### src/rtl/fetch_unit.sv
// rtl/fetch_unit.sv - IF stage: PC, IF/ID register and one-entry hold buffer for stalled fetches.
// Optional IF_FLUSH_EN discards the delay-slot word on a taken jump or branch.
module fetch_unit (
    input  logic        clk,
    input  logic        rst_b,
    input  logic        stall_b,
    input  logic        jump,
    input  logic [25:0] jump_index,
    input  logic        branch,
    input  logic        branch_taken,
    input  logic [15:0] branch_imm,
    input  logic        halt,
    output logic        imem_req,
    output logic [31:0] imem_addr,
    input  logic        imem_ready,
    input  logic [31:0] imem_rdata,
    output logic [31:0] instruction,
    output logic [31:0] if_pc_plus4,
    output logic        if_valid,
    output logic        halted
);
    typedef enum logic [1:0] {
        FETCH = 2'd0,
        HOLD  = 2'd1,
        HALT  = 2'd2
    } state_t;

    state_t      state;
    state_t      state_next;
    logic [31:0] pc;
    logic [31:0] pc_plus4;
    logic [31:0] hold_data;
    logic [31:0] redirect_target;
    logic [31:0] load_data;
    logic        redirect;
    logic        flush;
    logic        go_halt;
    logic        load_word;
    logic        load_bubble;
    logic        capture_hold;

    assign pc_plus4  = pc + 32'd4;
    assign imem_addr = pc;
    assign redirect  = jump | (branch & branch_taken);
    assign redirect_target = jump ? {if_pc_plus4[31:28], jump_index, 2'b00}
                                  : if_pc_plus4 + {{14{branch_imm[15]}}, branch_imm, 2'b00};

`ifdef IF_FLUSH_EN
    assign flush = redirect;
`else
    assign flush = 1'b0;
`endif

    always_ff @(posedge clk or negedge rst_b) begin
        if (!rst_b) begin
            state <= FETCH;
        end else begin
            state <= state_next;
        end
    end

    always_comb begin
        state_next = state;
        case (state)
            FETCH: begin
                if (stall_b && halt) begin
                    state_next = HALT;
                end else if (!stall_b && imem_ready) begin
                    state_next = HOLD;
                end
            end
            HOLD: begin
                if (stall_b) begin
                    state_next = halt ? HALT : FETCH;
                end
            end
            HALT:    state_next = HALT;
            default: state_next = FETCH;
        endcase
    end

    // imem_req is gated by rst_b so it stays low for the whole reset pulse
    always_comb begin
        imem_req     = 1'b0;
        go_halt      = 1'b0;
        load_word    = 1'b0;
        load_bubble  = 1'b0;
        capture_hold = 1'b0;
        load_data    = imem_rdata;
        case (state)
            FETCH: begin
                imem_req = rst_b;
                if (stall_b) begin
                    if (halt) begin
                        go_halt = 1'b1;
                    end else if (imem_ready) begin
                        load_word = 1'b1;
                    end else begin
                        load_bubble = 1'b1;
                    end
                end else begin
                    capture_hold = imem_ready;
                end
            end
            HOLD: begin
                load_data = hold_data;
                if (stall_b) begin
                    go_halt   = halt;
                    load_word = ~halt;
                end
            end
            default: ;
        endcase
    end

    // A redirect during a memory bubble still updates PC so the jump is not lost
    always_ff @(posedge clk or negedge rst_b) begin
        if (!rst_b) begin
            pc          <= 32'd0;
            instruction <= 32'd0;
            if_pc_plus4 <= 32'd0;
            if_valid    <= 1'b0;
            halted      <= 1'b0;
            hold_data   <= 32'd0;
        end else begin
            if (capture_hold) begin
                hold_data <= imem_rdata;
            end
            if (go_halt) begin
                halted      <= 1'b1;
                instruction <= 32'd0;
                if_valid    <= 1'b0;
            end else if (load_word) begin
                instruction <= flush ? 32'd0 : load_data;
                if_valid    <= ~flush;
                if_pc_plus4 <= pc_plus4;
                pc          <= redirect ? redirect_target : pc_plus4;
            end else if (load_bubble) begin
                instruction <= 32'd0;
                if_valid    <= 1'b0;
                if (redirect) begin
                    pc <= redirect_target;
                end
            end
        end
    end
endmodule

### config.mk
export PLATFORM = sky130hd
export DESIGN_NAME = fetch_unit
export DESIGN_NICKNAME = d
export VERILOG_FILES = /design/src/rtl/fetch_unit.sv
export SDC_FILE = /design/constraint.sdc
export NUM_CORES = 1
export LEC_CHECK = 0
export ABC_CLOCK_PERIOD_IN_PS = 8200
export CAP_MARGIN = 30
export CORE_MARGIN = 3
export CORE_UTILIZATION = 34
export CTS_CLUSTER_DIAMETER = 80
export DETAILED_ROUTE_END_ITERATION = 12
export GPL_ROUTABILITY_DRIVEN = 1
export SYNTH_ARGS = -nofsm -noshare
export SYNTH_HDL_FRONTEND = slang
export SYNTH_SLANG_ARGS = --single-unit
### constraint.sdc
create_clock -name clk -period 8.2 [get_ports clk]
set_clock_uncertainty 0.15 [all_clocks]
set_input_delay 1.64 -clock clk [delete_from_list [all_inputs] [get_ports clk]]
set_output_delay 1.64 -clock clk [all_outputs]
set_load 0.1 [all_outputs]
==> metrics.md <==
| Metric | Value |
|---|---|
| Data required, critical path | `6.41 ns` |
| Worst-Margin Slew | `1.025 ns` |
| Antenna diodes | `0` |
| CTS tree | `yes` |
| Post-CTS sizing | `0` |
| CTS Buffer Depth | `2` |
| Initial antenna violation count | `0` |
| DR vias | `between 6000 and 7000` |
| Share of cells above drive strength 1 | `roughly a tenth` |
| Setup TNS | `0 ns` |
| Starting Density | `35.30%` |
| Endpoints failing setup | `0` |
| DRT iter0 DRCs | `452` |
| Hold Startpoint | `instruction[31]` |
| Mapped Cells | `847` |
| Period utilization | `66.23%` |
| Final GP Congestion | `0.8536` |
| Yosys cell types | `65` |
| Layout net count | `1133` |
| Post-layout min period | `5.431 ns` |
| FF-to-FF Start | `if_pc_plus4[2]` |
| Worst r2r dst | `imem_addr[30]` |
| Drt drc | `0` |
| Register area share after synthesis | `42.10%` |
| FP Rows | `54` |
| Peak fanout along the critical path | `69` |
| Reg clk slew, reported paths | `~0.06 ns` |
| Commonest non-fill, non-tap cell in the layout | `clkdlybuf4s50_1` |
| Worst-Skew Late Latency | `0.41 ns` |
| Status | `complete, no violations` |
| Routed len/inst | `between 15 and 20 um` |
| Hold WS | `approximately 0.33 ns` |
| Clock Sinks | `132` |
| R2R cell count | `12` |
| Cts bufs inserted | `17` |
| Pin count of the biggest net entering global routing | `between 90 and 100` |
| Slew HR | `approximately a third` |
| Prevailing post-synth register cell | `dfrtp_1` |
| H-tree depth | `4` |
| Post-synthesis register bit count | `132` |
| I/O Pins | `181` |
| Grt ovf | `0` |
| CP startpoint kind | `input port` |
| Vias in the first global route | `a little under 7000` |
| CTS root buf | `clkbuf_16` |
| CTS Hold Buffers Added | `0` |
| Gr usage total | `19.28%` |
| Max Freq | `between 150 and 200 MHz` |
| Max-cap viol count | `0` |
| RSZ-0062 raised after global routing | `false` |
| Port Buf Inserts | `180` |
| Chip Height | `157.9 um` |
| Worst Hold End | `instruction[31]` |
| Crit end category | `output port` |
| Number of cells on the worst hold path | `2` |
| Post-route antenna net violation count | `0` |
| Async SR Flop Fraction | `100.0%` |
| Die W | `157.9 um` |
| Most frequent cells in the layout | `clkdlybuf4s50_1, nand2_1, dfrtp_1` |
| Synth Warn # | `0` |
| Post-Route WL | `23700 um` |
| Syn Area/Cell | `9.264 um2` |
| Fill count | `2096` |
| Post-synthesis net count | `between 900 and 1000` |
| Flop-to-flop setup slack | `4.67 ns` |
| Class of the worst hold path | `register to register` |
| Routed vias/inst | `5.250` |
| Crit path DAT | `3.64 ns` |
| Core ar. | `about 0.022 mm2` |
| Hold Vio Cnt, Final | `0` |
| Mapped Area | `0.007846 mm2` |
| Fin. max-slew vios | `0` |
| DR pass1 iterations | `5` |
| Global-route wire length before repair | `between 30000 and 40000 um` |
| Postcts setup bufs | `0` |
| DP HPWL | `16320 um` |
| Worst setup path class | `input port to output port` |
| DIE AREA | `0.02494 mm2` |
| Post-synth EDFFs | `0` |
| Syn-to-layout area delta | `35.42%` |
[synthesized netlist by cell type (2+ instances only)]
cell type / n / share of area (%)
nand4_1: 6 / 0.48
clkbuf_1: 33 / 1.6
nand2b_1: 6 / 0.48
xor2_1: 26 / 2.9
mux2_2: 34 / 4.9
a21oi_1: 76 / 4.8
o21bai_1: 3 / 0.29
mux2i_1: 39 / 5.0
nor2_1: 52 / 2.5
ha_1: 30 / 4.8
a31oi_1: 6 / 0.48
o211ai_1: 5 / 0.48
a211o_1: 4 / 0.45
o22ai_1: 13 / 1.0
o221ai_1: 6 / 0.67
and2_1: 4 / 0.32
nand2_1: 136 / 6.5
o31ai_1: 5 / 0.48
inv_1: 8 / 0.38
o21ai_0: 81 / 5.2
buf_1: 3 / 0.14
and2_2: 2 / 0.19
buf_4: 2 / 0.19
a221oi_1: 2 / 0.22
a21o_2: 2 / 0.22
nor3_1: 5 / 0.32
a21o_1: 18 / 1.7
and3_1: 11 / 0.88
nor2b_1: 3 / 0.24
a2111oi_0: 2 / 0.22
nand3b_1: 4 / 0.38
bufbuf_16: 2 / 0.83
a211oi_1: 6 / 0.57
nand3_1: 23 / 1.5
and4_1: 2 / 0.22
o21a_1: 3 / 0.29
xnor2_1: 23 / 2.6
dfrtp_1: 132 / 42
or3_1: 3 / 0.24
[logic make-up (layout without fill, tap and decap cells)]
group	Yosys count	in the layout	synth area share (%)
compound gates	246	246	18.90
fa+ha+maj	31	31	5.039
flops	132	132	42.10
xor+xnor	49	49	5.470
mux	73	73	9.855
simple gates	265	265	15.07
buf+inv	51	237	3.572
[worst max path at each step]
| stage | from | end | slack [ns] |
|---|---|---|---|
| 2_1_floorplan | rst_b | imem_req | 2.59 |
| 3_3_place_gp | rst_b | imem_req | 2.77 |
| 4_1_cts | rst_b | imem_req | 2.71 |
| 5_1_grt | rst_b | imem_req | 2.60 |
| 3_5_place_dp | rst_b | imem_req | 2.73 |
| 6_report | rst_b | imem_req | 2.77 |
[state kept, by name, indices dropped and copies added, names as in the netlist]
signal and cells:
state 2, if_valid 1, hold_data 32, if_pc_plus4 32
imem_addr 32, halted 1, instruction 32
[routing by layer]
metal	global-route usage [%]	wire [um]
met5	0	0
met4	4.959	305
met3	5.878	1879
met2	29.96	10640
met1	26.31	10880
[through the flow]
step	instances	worst slack, ns	cell area, um2	util (%)
after floorplan	847	2.588	7846	-
after global placement	1275	2.765	9858	44.35
after detailed placement	1281	2.725	10020	45.09
after CTS	1313	2.712	10630	47.80
after global routing	1313	2.600	10630	47.80
final	1313	2.769	10630	47.80
[critical path, stage by stage]
cell	delay, ns
buf_6	0.48
nor3b_1	0.31
clkdlybuf4s50_1	1.18
[layout make-up]
cell class / count / area (um2) / share of cell area [%]
clock buffers: 18 / 439.2 / 4.133
clock inverters: 14 / 162.7 / 1.531
inverters: 8 / 30.03 / 0.2826
multi-input cells: 664 / 4294 / 40.41
flip-flops and latches: 132 / 3303 / 31.09
well taps: 280 / 350.3 / 3.297
repair buffers: 197 / 2046 / 19.25
Power is not shown: default switching activity piles up to over one toggle a cycle in this logic, so the estimate is an artifact.
